### src/rtl/ahb_wb_pkg.sv
// Shared AHB-Lite / Wishbone definitions for the ahb_wb_bridge: transfer and
// size encodings, bridge FSM states and byte-select decode.
package ahb_wb_pkg;

  localparam logic [1:0] HTRANS_IDLE   = 2'b00;
  localparam logic [1:0] HTRANS_BUSY   = 2'b01;
  localparam logic [1:0] HTRANS_NONSEQ = 2'b10;
  localparam logic [1:0] HTRANS_SEQ    = 2'b11;

  localparam logic [2:0] HSIZE_BYTE = 3'd0;
  localparam logic [2:0] HSIZE_HALF = 3'd1;
  localparam logic [2:0] HSIZE_WORD = 3'd2;

  typedef enum logic [1:0] {
    IDLE = 2'd0,
    BUS  = 2'd1,
    ERR1 = 2'd2,
    ERR2 = 2'd3
  } state_e;

  function automatic logic [3:0] sel_from_size(input logic [2:0] size,
                                               input logic [1:0] lsb);
    logic [3:0] sel;
    if (size == HSIZE_BYTE)      sel = 4'b0001 << lsb;
    else if (size == HSIZE_HALF) sel = lsb[1] ? 4'b1100 : 4'b0011;
    else                         sel = 4'b1111;
    return sel;
  endfunction

endpackage

### src/rtl/ahb_wb_bridge_if.sv
// AHB-Lite slave side and Wishbone classic master side of the bridge.
// slave = bridge view, master = view of whatever drives the AHB and answers on Wishbone.
interface ahb_wb_bridge_if #(
  parameter int ADDR_W = 32
);
  logic [ADDR_W-1:0] haddr;
  logic              hwrite;
  logic [1:0]        htrans;
  logic [2:0]        hsize;
  logic [31:0]       hwdata;
  logic [31:0]       hrdata;
  logic              hready;
  logic              hresp;
  logic              hexokay;
  logic              wb_cyc;
  logic              wb_stb;
  logic              wb_we;
  logic [ADDR_W-1:0] wb_addr;
  logic [3:0]        wb_sel;
  logic [31:0]       wb_dat_o;
  logic [31:0]       wb_dat_i;
  logic              wb_ack;

  modport slave (
    input  haddr, hwrite, htrans, hsize, hwdata, wb_dat_i, wb_ack,
    output hrdata, hready, hresp, hexokay,
           wb_cyc, wb_stb, wb_we, wb_addr, wb_sel, wb_dat_o
  );

  modport master (
    output haddr, hwrite, htrans, hsize, hwdata, wb_dat_i, wb_ack,
    input  hrdata, hready, hresp, hexokay,
           wb_cyc, wb_stb, wb_we, wb_addr, wb_sel, wb_dat_o
  );
endinterface

### src/rtl/ahb_wb_timeout.sv
// Wishbone ack watchdog: counts enabled cycles since the last clear and flags
// expiry once the count reaches TIMEOUT_CYCLES-1.
module ahb_wb_timeout #(
  parameter int TIMEOUT_CYCLES = 1024
) (
  input  logic clk,
  input  logic rst_n,
  input  logic clr_i,
  input  logic en_i,
  output logic expire_o
);
  localparam int CNT_W = (TIMEOUT_CYCLES > 2) ? $clog2(TIMEOUT_CYCLES) : 1;

  logic [CNT_W-1:0] cnt_q, cnt_d;

  assign expire_o = (cnt_q == CNT_W'(TIMEOUT_CYCLES - 1));

  always_comb begin
    cnt_d = cnt_q;
    if (clr_i)                 cnt_d = '0;
    else if (en_i && !expire_o) cnt_d = cnt_q + 1'b1;
  end

  always_ff @(posedge clk or negedge rst_n) begin
    if (!rst_n) cnt_q <= '0;
    else        cnt_q <= cnt_d;
  end
endmodule

### src/rtl/ahb_wb_bridge.sv
// AHB-Lite slave to Wishbone classic master: one Wishbone cycle per AHB transfer,
// data phase stalled until ack. Optional ack watchdog under AHB_WB_TIMEOUT_EN.
module ahb_wb_bridge
  import ahb_wb_pkg::*;
#(
  parameter int TIMEOUT_CYCLES = 1024,
  parameter int ADDR_W         = 32
) (
  input logic           clk,
  input logic           rst_n,
  ahb_wb_bridge_if.slave bus
);
  state_e            state_q, state_d;
  logic [ADDR_W-1:0] addr_q, addr_d;
  logic              we_q, we_d;
  logic [3:0]        sel_q, sel_d;
  logic              accept;
  logic              in_bus;
  logic              expire;
  logic              unused_bits;

  assign unused_bits = bus.htrans[0];

`ifdef AHB_WB_TIMEOUT_EN
  // Cleared whenever a fresh Wishbone cycle starts or the current one is acked.
  ahb_wb_timeout #(.TIMEOUT_CYCLES(TIMEOUT_CYCLES)) u_timeout (
    .clk      (clk),
    .rst_n    (rst_n),
    .clr_i    ((state_q != BUS) || bus.wb_ack),
    .en_i     (state_q == BUS),
    .expire_o (expire)
  );
`else
  logic unused_cfg;
  assign unused_cfg = (TIMEOUT_CYCLES > 1);
  assign expire     = 1'b0;
`endif

  always_comb begin
    state_d    = state_q;
    bus.hready = 1'b1;
    bus.hresp  = 1'b0;
    bus.wb_cyc = 1'b0;
    case (state_q)
      BUS: begin
        bus.wb_cyc = 1'b1;
        bus.hready = bus.wb_ack;
      end
`ifdef AHB_WB_TIMEOUT_EN
      ERR1: begin
        bus.hready = 1'b0;
        bus.hresp  = 1'b1;
      end
      ERR2: bus.hresp = 1'b1;
`endif
      default: ;
    endcase

    accept = bus.hready && bus.htrans[1];

    case (state_q)
      IDLE: if (accept) state_d = BUS;
      BUS: begin
        if (bus.wb_ack) state_d = accept ? BUS : IDLE;
        else if (expire) state_d = ERR1;
      end
`ifdef AHB_WB_TIMEOUT_EN
      ERR1: state_d = ERR2;
      ERR2: state_d = accept ? BUS : IDLE;
`endif
      default: state_d = IDLE;
    endcase
  end

  always_comb begin
    addr_d = addr_q;
    we_d   = we_q;
    sel_d  = sel_q;
    if (accept) begin
      addr_d = bus.haddr;
      we_d   = bus.hwrite;
      sel_d  = sel_from_size(bus.hsize, bus.haddr[1:0]);
    end
  end

  always_ff @(posedge clk or negedge rst_n) begin
    if (!rst_n) begin
      state_q <= IDLE;
      addr_q  <= '0;
      we_q    <= 1'b0;
      sel_q   <= 4'b0000;
    end else begin
      state_q <= state_d;
      addr_q  <= addr_d;
      we_q    <= we_d;
      sel_q   <= sel_d;
    end
  end

  assign in_bus       = (state_q == BUS);
  assign bus.wb_stb   = bus.wb_cyc;
  assign bus.wb_we    = in_bus && we_q;
  assign bus.wb_addr  = addr_q;
  assign bus.wb_sel   = sel_q;
  // hwdata is stable here because hready stays low until the ack.
  assign bus.wb_dat_o = (in_bus && we_q) ? bus.hwdata : 32'h0;
  assign bus.hrdata   = (in_bus && bus.wb_ack) ? bus.wb_dat_i : 32'h0;
  assign bus.hexokay  = 1'b0;
endmodule
### src/flat_wrapper.sv
// flat-port wrapper written by rule: the top's interface ports become plain ports
module ahb_wb_bridge_flat import ahb_wb_pkg::*;
#(
  parameter int TIMEOUT_CYCLES = 1024,
  parameter int ADDR_W         = 32
)
  (clk, rst_n, bus_haddr, bus_hwrite, bus_htrans, bus_hsize, bus_hwdata, bus_wb_dat_i, bus_wb_ack, bus_hrdata, bus_hready, bus_hresp, bus_hexokay, bus_wb_cyc, bus_wb_stb, bus_wb_we, bus_wb_addr, bus_wb_sel, bus_wb_dat_o);
  ahb_wb_bridge_if #(.ADDR_W(ADDR_W)) bus_i ();
  input logic clk;
  input logic rst_n;
  input wire logic [$bits(bus_i.haddr)-1:0] bus_haddr;
  input wire logic [$bits(bus_i.hwrite)-1:0] bus_hwrite;
  input wire logic [$bits(bus_i.htrans)-1:0] bus_htrans;
  input wire logic [$bits(bus_i.hsize)-1:0] bus_hsize;
  input wire logic [$bits(bus_i.hwdata)-1:0] bus_hwdata;
  input wire logic [$bits(bus_i.wb_dat_i)-1:0] bus_wb_dat_i;
  input wire logic [$bits(bus_i.wb_ack)-1:0] bus_wb_ack;
  output wire logic [$bits(bus_i.hrdata)-1:0] bus_hrdata;
  output wire logic [$bits(bus_i.hready)-1:0] bus_hready;
  output wire logic [$bits(bus_i.hresp)-1:0] bus_hresp;
  output wire logic [$bits(bus_i.hexokay)-1:0] bus_hexokay;
  output wire logic [$bits(bus_i.wb_cyc)-1:0] bus_wb_cyc;
  output wire logic [$bits(bus_i.wb_stb)-1:0] bus_wb_stb;
  output wire logic [$bits(bus_i.wb_we)-1:0] bus_wb_we;
  output wire logic [$bits(bus_i.wb_addr)-1:0] bus_wb_addr;
  output wire logic [$bits(bus_i.wb_sel)-1:0] bus_wb_sel;
  output wire logic [$bits(bus_i.wb_dat_o)-1:0] bus_wb_dat_o;
  assign bus_i.haddr = bus_haddr;
  assign bus_i.hwrite = bus_hwrite;
  assign bus_i.htrans = bus_htrans;
  assign bus_i.hsize = bus_hsize;
  assign bus_i.hwdata = bus_hwdata;
  assign bus_i.wb_dat_i = bus_wb_dat_i;
  assign bus_i.wb_ack = bus_wb_ack;
  assign bus_hrdata = bus_i.hrdata;
  assign bus_hready = bus_i.hready;
  assign bus_hresp = bus_i.hresp;
  assign bus_hexokay = bus_i.hexokay;
  assign bus_wb_cyc = bus_i.wb_cyc;
  assign bus_wb_stb = bus_i.wb_stb;
  assign bus_wb_we = bus_i.wb_we;
  assign bus_wb_addr = bus_i.wb_addr;
  assign bus_wb_sel = bus_i.wb_sel;
  assign bus_wb_dat_o = bus_i.wb_dat_o;
  ahb_wb_bridge #(.TIMEOUT_CYCLES(TIMEOUT_CYCLES), .ADDR_W(ADDR_W)) u_core (.clk(clk), .rst_n(rst_n), .bus(bus_i));
endmodule
### config.mk
export PLATFORM = sky130hd
export DESIGN_NAME = ahb_wb_bridge_flat
export DESIGN_NICKNAME = d
export VERILOG_FILES = /design/src/rtl/ahb_wb_pkg.sv /design/src/rtl/ahb_wb_bridge_if.sv /design/src/rtl/ahb_wb_timeout.sv /design/src/rtl/ahb_wb_bridge.sv /design/src/flat_wrapper.sv
export SDC_FILE = /design/constraint.sdc
export NUM_CORES = 1
export LEC_CHECK = 0
export CELL_PAD_IN_SITES_DETAIL_PLACEMENT = 1
export CELL_PAD_IN_SITES_GLOBAL_PLACEMENT = 1
export CORE_MARGIN = 2
export CORE_UTILIZATION = 22
export DETAILED_ROUTE_END_ITERATION = 8
export PLACE_DENSITY_LB_ADDON = 0.1
export SYNTH_ARGS = -nofsm -noshare
export SYNTH_HDL_FRONTEND = slang
export SYNTH_SLANG_ARGS = --single-unit
### constraint.sdc
create_clock -name clk -period 3.05 [get_ports clk]
set_input_delay 0.61 -clock clk [delete_from_list [all_inputs] [get_ports clk]]
set_output_delay 0.61 -clock clk [all_outputs]
set_load 0.01 [all_outputs]
==> impl_metrics.json, run 1 <==
{
  "status": "finished, final reports clean",
  "path_class": "in -> out",
  "syn_area_sq_um": 2120,
  "drive_above_1_share": 0.137,
  "synth_ff_type": "dfrtp_1",
  "end_kind": "output pin",
  "grt_max_degree": 69,
  "min_path_type": "in -> async",
  "startpoint": "bus_wb_ack",
  "reg2reg_depth": 4,
  "timing.fmax_mhz": 361,
  "pwr_density_cell_nw_per_um2": 401,
  "clk_latency_ns": 0.28,
  "r2r_slack_ns": 1.28,
  "rsz0062_at_grt": "no",
  "ir_worst_vdd_v": 0.000240,
  "async_reset_ff_frac": 1.00,
  "die_h_um": 102,
  "postCtsResizedCells": 0,
  "cts_sinks": 38,
  "yosysSeqAreaShare": 0.449,
  "area_delta_synth_final_pct": 105,
  "tns_ns": 0,
  "cts_tree": "yes",
  "period_needed_ns": 2.77,
  "netlist_instances": 173,
  "overflow": 0,
  "grt_use_total": 0.154,
  "core_sq_um": 9280,
  "grt_pass1_vias": 2226,
  "die_area_sq_um": 10400,
  "fillerInstances": 1030,
  "gp_congestion": 0.691,
  "yosysWarnings": 0,
  "clk_pin_slew_ns": 0.07,
  "use_met3": 0.0424,
  "seqPwrFrac": 0.359,
  "ioPinCount": 211,
  "viasPerCell": 4.31,
  "h-tree-depth": 2,
  "ys_types": 24,
  "dr.pass1.iters": 3,
  "hold_viol": 0,
  "final_common_cell": "clkdlybuf4s50_1",
  "top_usage_layer": "met2",
  "period_share": 0.907,
  "diodes": 0,
  "cp-start-kind": "input pin",
  "final_cell_mix": "clkdlybuf4s50_1, and3_1, dfrtp_1, mux2_4",
  "cts_hold_repair.buffers": 0,
  "fin_nets": 477,
  "yosys_register_bits": 38,
  "multi_input_area_sq_um": 1030,
  "seq_area_sq_um": 951,
  "numPortBuffers": 207,
  "cp_data_arrival_time_ns": 2.16,
  "drc": 0,
  "antenna_found_initial": 0,
  "crit_fanout": 16,
  "numCtsBuffers": 5,
  "swShare": 0.259,
  "die_w_um": 102,
  "power_frac_clock": 0.249,
  "postCtsSetupBuffers": 0,
  "p_leak_nw": 1.97,
  "use_met2": 0.277,
  "postSynthAreaPerCell_sq_um": 12.2,
  "intPower_w": 0.00129,
  "gr-usage-met1": 0.178,
  "final_util": 0.469,
  "synth_edf_count": 0,
  "worstReg2RegStart": "u_core.state_q[0]",
  "worst_ep_required_time_ns": 2.44,
  "wire_per_inst_um": 16.7,
  "dr.first_iter.drc_count": 62,
  "clock_skew_ns": 0.00652,
  "ant_nets": 0,
  "drt_wl_total_mm": 8.37,
  "worstMarginPinSlew_ns": 0.881,
  "r2r_end": "u_core.bus.wb_addr[31]",
  "num_rows": 35,
  "setup_viol": 0,
  "switching_power_w": 0.000452,
  "initial_core_util": 0.228,
  "combPwrFrac": 0.392,
  "grt_pass1_wl_mm": 12.5,
  "root_buffer": "clkbuf_8",
  "vias": 2161,
  "slew_headroom": 0.413,
  "report.final.slew_viol_count": 0,
  "clock_path_buffers": 2,
  "drv_cap": 0,
  "dp_hpwl_mm": 6.62
}
## cells in the mapped netlist (2+ instances only)
cell,count,area (sq um)
dfrtp_1,38,951
and3_2,2,15.0
clkbuf_1,12,45.0
nand2b_1,2,12.5
buf_12,3,60.1
and3_1,62,388
buf_4,3,22.5
mux2_2,6,67.6
mux2_4,30,450
## how the worst max path moves through the flow
stage                                 to  slack [ns]  cells after the start
final                     bus_hrdata[21]        0.28                      4
after global placement    bus_hrdata[21]        0.29                      4
after CTS                 bus_hrdata[21]        0.26                      4
after global routing      bus_hrdata[21]        0.18                      4
after floorplan           bus_hrdata[14]        1.36                      3
after detailed placement  bus_hrdata[21]        0.27                      4
## state kept, by name, indices dropped and copies added (netlist names)
register and count:
u_core.bus.wb_addr 32, u_core.bus.wb_sel 4, u_core.state_q 1, u_core.we_q 1
## per-layer routing
layer,vias to the layer above,routed length [um],part of all wire
met2,115,4140,0.50
met3,10,735,0.088
met5,-,0,0
met1,1029,3340,0.40
met4,0,148,0.018
li1,1007,-,-
## through the flow
step                instances  hold WS (ns)  power (W)  setup WS [ns]  area, sq um
floorplan                 174         0.314   0.000898           1.36         2120
global placement          494         0.489    0.00132          0.287         4240
detailed placement        494         0.495    0.00133          0.270         4240
CTS                       501         0.460    0.00178          0.259         4350
global route              501         0.499    0.00184          0.179         4350
finish                    501         0.441    0.00174          0.283         4350
## power by group through the flow
stage          sequential (W)  combinational, W  clock [W]
2_1_floorplan        0.000655          0.000243          0
3_3_place_gp         0.000633          0.000686          0
3_5_place_dp         0.000636          0.000691          0
4_1_cts              0.000628          0.000694   0.000455
5_1_grt              0.000639          0.000729   0.000475
6_report             0.000626          0.000683   0.000434
## cells by family (layout without fill, tap and decap cells)
kind of cell,Yosys count,in the layout,synth area share
other,1,2,0.00177
DFF,38,38,0.449
and+or+nand+nor,73,73,0.224
muxes,36,36,0.245
buffers and inverters,20,218,0.0644
AOI/OAI and AO/OA,5,5,0.0159
## layout make-up
class	instances	share of cell area
clock buffers	6	0.0190
inverters	1	0.000862
clock inverters	1	0.00690
flip-flops and latches	38	0.218
repair buffers	210	0.480
well taps	129	0.0371
multi-input cells	116	0.238
## worst max-delay path, cell delays in order
cell,delay [ns]
clkdlybuf4s50_1,0.60
buf_4,0.24
and3_1,0.17
clkdlybuf4s50_1,0.55
Note: power is estimated with default switching activity, not from simulation.
==> run 2, diff against run 1 <==
==> constraint.sdc (replaced) <==
create_clock -name clk -period 3.05 [get_ports clk]
set_input_delay 0.61 -clock clk [delete_from_list [all_inputs] [get_ports clk]]
set_output_delay 0.61 -clock clk [all_outputs]
set_load 0.005 [all_outputs]
==> run 2 against run 1 <==
Cell count is 0.20% higher. Sequential share of layout area rose by 0.088 points. Clock skew fell by 0.0023 ns.
==> impl_metrics.json, run 2 (synthesized netlist as in run 1, its figures left out) <==
{
  "status": "finished, final reports clean",
  "drt_wl_total_mm": 8.29,
  "crit_fanout": 12,
  "grt_max_degree": 69,
  "postCtsResizedCells": 0,
  "setup_viol": 0,
  "area_delta_synth_final_pct": 105,
  "clk_pin_slew_ns": 0.08,
  "intPower_w": 0.00121,
  "clk_latency_ns": 0.28,
  "numCtsBuffers": 5,
  "postCtsSetupBuffers": 0,
  "wire_per_inst_um": 16.5,
  "tns_ns": 0,
  "root_buffer": "clkbuf_8",
  "min_path_type": "in -> async",
  "swShare": 0.254,
  "use_met3": 0.0513,
  "diodes": 0,
  "vias": 2160,
  "die_w_um": 102,
  "cts_sinks": 38,
  "viasPerCell": 4.30,
  "clock_skew_ns": 0.00420,
  "slew_headroom": 0.421,
  "r2r_slack_ns": 1.25,
  "power_frac_clock": 0.226,
  "cp_data_arrival_time_ns": 2.11,
  "ir_worst_vdd_v": 0.000238,
  "drv_cap": 0,
  "final_common_cell": "clkdlybuf4s50_1",
  "worst_ep_required_time_ns": 2.44,
  "grt_use_total": 0.153,
  "overflow": 0,
  "die_h_um": 102,
  "ant_nets": 0,
  "path_class": "in -> out",
  "fin_nets": 477,
  "largest_reg_flops": 32,
  "period_needed_ns": 2.72,
  "dr.first_iter.drc_count": 36,
  "cts_tree": "yes",
  "core_sq_um": 9280,
  "end_kind": "output pin",
  "combPwrFrac": 0.388,
  "period_share": 0.891,
  "cts_hold_repair.buffers": 0,
  "post-place-cells": 494,
  "antenna_found_initial": 0,
  "instances_no_fill": 502,
  "hold_viol": 0,
  "ioPinCount": 211,
  "cp-start-kind": "input pin",
  "drc": 0,
  "switching_power_w": 0.000411,
  "h-tree-depth": 2,
  "rsz0062_at_grt": "no",
  "gp_congestion": 0.681,
  "grt_pass1_wl_mm": 12.3,
  "p_leak_nw": 1.96,
  "top_usage_layer": "met2",
  "dp_hpwl_mm": 6.54,
  "gr-usage-met1": 0.170,
  "use_met2": 0.276,
  "grt_pass1_vias": 2186,
  "initial_core_util": 0.228,
  "final_cell_mix": "clkdlybuf4s50_1, and3_1, dfrtp_1, mux2_4",
  "num_rows": 35,
  "report.final.slew_viol_count": 0,
  "die_area_sq_um": 10400,
  "drive_above_1_share": 0.139,
  "seqPwrFrac": 0.386,
  "dr.pass1.iters": 3,
  "pwr_density_cell_nw_per_um2": 374,
  "numPortBuffers": 207,
  "timing.fmax_mhz": 368,
  "clock_path_buffers": 2,
  "worstMarginPinSlew_ns": 0.868
}
run 2: cell count changes in the layout (fill, tap and decap cells not counted), sizes merged:
cell,change
bufinv,-1
clkinv,+1
clkinvlp,+1
run 2: cell type report:
cell class                      instances  area (sq um)
Clock buffer                            6          82.6
Clock inverter                          2          12.5
Fill cell                            1027          4950
Inverter                                1          3.75
Multi-Input combinational cell        116          1030
Sequential cell                        38           951
Tap cell                              129           161
Timing Repair Buffer                  210          2090
run 2: through the flow:
step | power (W) | hold slack [ns] | instance area, sq um | setup WS [ns] | utilization
6_report | 0.00162 | 0.437 | 4340 | 0.333 | 0.467
3_3_place_gp | 0.00127 | 0.489 | 4240 | 0.321 | 0.457
2_1_floorplan | 0.000846 | 0.314 | 2120 | 1.44 | -
3_5_place_dp | 0.00127 | 0.494 | 4240 | 0.330 | 0.457
4_1_cts | 0.00166 | 0.473 | 4340 | 0.316 | 0.467
5_1_grt | 0.00173 | 0.485 | 4340 | 0.243 | 0.467
run 2: power by group through the flow:
| stage | Combinational (W) | Clock [W] | Sequential, W |
|---|---|---|---|
| 2_1_floorplan | 0.000219 | 0 | 0.000628 |
| 3_3_place_gp | 0.000633 | 0 | 0.000633 |
| 3_5_place_dp | 0.000639 | 0 | 0.000635 |
| 4_1_cts | 0.000641 | 0.000390 | 0.000628 |
| 5_1_grt | 0.000676 | 0.000413 | 0.000637 |
| 6_report | 0.000629 | 0.000367 | 0.000626 |
run 2: routing by layer:
layer | up-vias | share of wire
li1 | 1005 | -
met5 | - | 0
met4 | 0 | 0.020
met3 | 10 | 0.097
met2 | 116 | 0.50
met1 | 1029 | 0.38
run 2: path summary, 6_finish.rpt:
path,from,end,depth (start not counted)
hold reg to reg,u_core.bus.wb_addr[17],u_core.bus.wb_addr[17],1
hold / removal,rst_n,u_core.bus.wb_addr[4],1
max in group asynchronous,rst_n,u_core.bus.wb_sel[2],1
setup / recovery,bus_wb_ack,bus_hrdata[0],4
setup reg to reg,u_core.state_q[0],u_core.bus.wb_addr[31],4
min in group clk,u_core.bus.wb_addr[17],u_core.bus.wb_addr[17],1
run 2: worst max-delay path, cell delays in order:
cell             delay, ns
clkdlybuf4s50_1       0.59
buf_4                 0.21
and3_2                0.17
clkdlybuf4s50_1       0.52
==> run 3, diff against run 2 <==
--- a/config.mk
+++ b/config.mk
@@ -5,10 +5,11 @@
 export SDC_FILE = /design/constraint.sdc
 export NUM_CORES = 1
 export LEC_CHECK = 0
+export ABC_AREA = 1
 export CELL_PAD_IN_SITES_DETAIL_PLACEMENT = 1
 export CELL_PAD_IN_SITES_GLOBAL_PLACEMENT = 1
 export CORE_MARGIN = 2
-export CORE_UTILIZATION = 22
+export CORE_UTILIZATION = 19
 export DETAILED_ROUTE_END_ITERATION = 8
 export PLACE_DENSITY_LB_ADDON = 0.1
 export SYNTH_ARGS = -nofsm -noshare
==> constraint.sdc (replaced) <==
create_clock -name clk -period 3.05 [get_ports clk]
set_input_delay 0.61 -clock clk [delete_from_list [all_inputs] [get_ports clk]]
set_output_delay 0.61 -clock clk [all_outputs]
set_load 0.1 [all_outputs]
==> run 3 against run 2 <==
Utilization rose by 0.50 points. Sequential cell count is the same. Largest power group unchanged. Critical endpoint is now bus_hrdata[28]. Synthesized cell count grew 80%. Largest cell class unchanged.
==> impl_metrics.json, run 3 <==
{
  "largest_reg_flops": 32,
  "clock_path_buffers": 2,
  "antenna_found_initial": 0,
  "viasPerCell": 3.90,
  "h-tree-depth": 2,
  "overflow": 0,
  "drv_cap": 0,
  "cpMaxStageDelayCell": "clkdlybuf4s50_1",
  "dp_hpwl_mm": 7.91,
  "clk_latency_ns": 0.28,
  "dpl_worst_slack_ns": 0.564,
  "r2r_slack_ns": 1.49,
  "yosysSeqAreaShare": 0.465,
  "synth-compound-area-share": 0.0129,
  "p_leak_nw": 2.53,
  "cp_data_arrival_time_ns": 1.87,
  "async_reset_ff_frac": 1.00,
  "num_rows": 37,
  "setup_viol": 0,
  "ant_nets": 0,
  "postCtsSetupBuffers": 0,
  "initial_core_util": 0.197,
  "crit_fanout": 32,
  "report.final.slew_viol_count": 0,
  "final_common_cell": "nand2_1",
  "worstReg2RegStart": "u_core.state_q[0]",
  "dr.first_iter.drc_count": 59,
  "cp-endpoint": "bus_hrdata[28]",
  "cts_hold_repair.buffers": 0,
  "grt_max_degree": 40,
  "core_sq_um": 10400,
  "area_delta_synth_final_pct": 139,
  "multi_input_area_sq_um": 764,
  "final_util": 0.472,
  "ys_top_cells_by_area": "dfrtp_1, nand2_1, inv_1",
  "netlist_instances": 312,
  "dr.pass1.iters": 6,
  "crit_family": "buffers and inverters",
  "seq_area_sq_um": 951,
  "final_cell_mix": "nand2_1, clkdlybuf4s50_1, inv_1, buf_12, nor2_1",
  "ir_worst_vdd_v": 0.000354,
  "synth_edf_count": 0,
  "synthAdderAreaFrac": 0,
  "synth-simple-area-share": 0.346,
  "ioPinCount": 211,
  "synth_xor_area_frac": 0,
  "numCtsBuffers": 5,
  "yosysWarnings": 0,
  "slew_headroom": 0.433,
  "path_class": "in -> out",
  "postCtsResizedCells": 0,
  "timing.fmax_mhz": 403,
  "end_kind": "output pin",
  "synth_top_area_frac": 0.465,
  "worst_ep_required_time_ns": 2.44,
  "synth.most_common_cell": "nand2_1",
  "die_w_um": 108,
  "startpoint": "bus_wb_ack",
  "rsz0062_at_grt": "no",
  "timing.final.ws_setup_ns": 0.570,
  "cts_sinks": 38,
  "vias": 2540,
  "r2r_end": "u_core.bus.wb_addr[1]",
  "cp_num_buf_inv": 3,
  "period_needed_ns": 2.48,
  "reg2reg_depth": 4,
  "clock_skew_ns": 0.00281,
  "worstMarginPinSlew_ns": 0.850,
  "syn_area_sq_um": 2040,
  "cp-start-kind": "input pin",
  "postSynthAreaPerCell_sq_um": 6.55,
  "path_depth": 5,
  "met1_length_mm": 3.59,
  "numPortBuffers": 207,
  "diodes": 0,
  "die_h_um": 108,
  "min_path_type": "in -> async",
  "clk_pin_slew_ns": 0.07,
  "die_area_sq_um": 11600,
  "fin_nets": 619,
  "route.met3.wl_mm": 1.07,
  "drc": 0,
  "fillerInstances": 1226,
  "period_share": 0.813,
  "synthMuxAreaShare": 0,
  "synth_ff_type": "dfrtp_1",
  "drive_above_1_share": 0.249,
  "grt_use_total": 0.159,
  "highest_layer": "met4",
  "grt_pass1_wl_mm": 14.3,
  "cpPeakStageDelay_ns": 0.47,
  "root_buffer": "clkbuf_8",
  "route.met2.wl_mm": 4.74,
  "cts_tree": "yes",
  "synthTopCellsByCount": "nand2_1, inv_1, nor2_1",
  "synth_top_family_by_area": "simple AND/OR/NAND/NOR gates",
  "wire_per_inst_um": 14.6,
  "grt_pass1_vias": 2645,
  "synth_area_leader_cell": "dfrtp_1",
  "drt_wl_total_mm": 9.47,
  "hold_viol": 0,
  "gp_congestion": 0.750,
  "yosys_register_bits": 38,
  "ys_types": 15,
  "status": "finished, final reports clean",
  "crit_chain": "clkdlybuf4s50_1 > nand2_1 > buf_4 > nor2_1 > buf_12",
  "pwr_density_cell_nw_per_um2": 519
}
run 3: cell count changes after synthesis, moves of 4 or more:
cell | before | now
clkbuf_1 | 12 | 6
mux2_2 | 6 | 0
and3_1 | 62 | 0
buf_2 | 1 | 5
nor2_1 | 1 | 65
inv_1 | 1 | 69
mux2_4 | 30 | 0
nand2_1 | 1 | 110
run 3: power by group:
group / switching (W) / leakage [nW] / internal [W]
registers: 0.0000388 / 0.460 / 0.000569
logic: 0.00113 / 2.02 / 0.000451
clock network: 0.000170 / 0.0482 / 0.000182
total: 0.00134 / 2.53 / 0.00120
run 3: logic make-up after synthesis:
group                  Yosys count
other                            1
buffers and inverters           86
AOI/OAI and AO/OA                3
DFF                             38
and+or+nand+nor                184
run 3: layer usage:
layer,GRT usage,up-vias
met1,0.178,1149
met4,0.0330,0
met2,0.288,118
met5,0,-
li1,-,1267
met3,0.0569,6
run 3: worst min path at each step:
stage	start	endpoint	slack (ns)	cells after the start
after floorplan	rst_n	u_core.bus.wb_addr[0]	0.31	0
after global placement	u_core.we_q	u_core.we_q	0.46	2
after detailed placement	u_core.we_q	u_core.we_q	0.47	2
after global routing	rst_n	u_core.bus.wb_addr[28]	0.50	1
final	rst_n	u_core.bus.wb_addr[24]	0.43	1
after CTS	rst_n	u_core.bus.wb_addr[24]	0.46	1
run 3: area by class of cell:
type                       instances  share of cell area
tap                              136              0.0348
clock buffer                       7              0.0176
multi-input combinational        189               0.156
sequential                        38               0.194
clock inverter                     1             0.00102
timing repair buffer             210               0.542
inverter                          70              0.0537
run 3: through the flow:
step	power [W]	cells	TNS (ns)	hold WS (ns)	cell area (sq um)
detailed placement	0.00221	643	0	0.467	4800
global route	0.00265	651	0	0.498	4890
CTS	0.00259	651	0	0.461	4890
finish	0.00254	651	0	0.429	4890
global placement	0.00220	643	0	0.463	4800
floorplan	0.00165	313	-19.79	0.314	2070
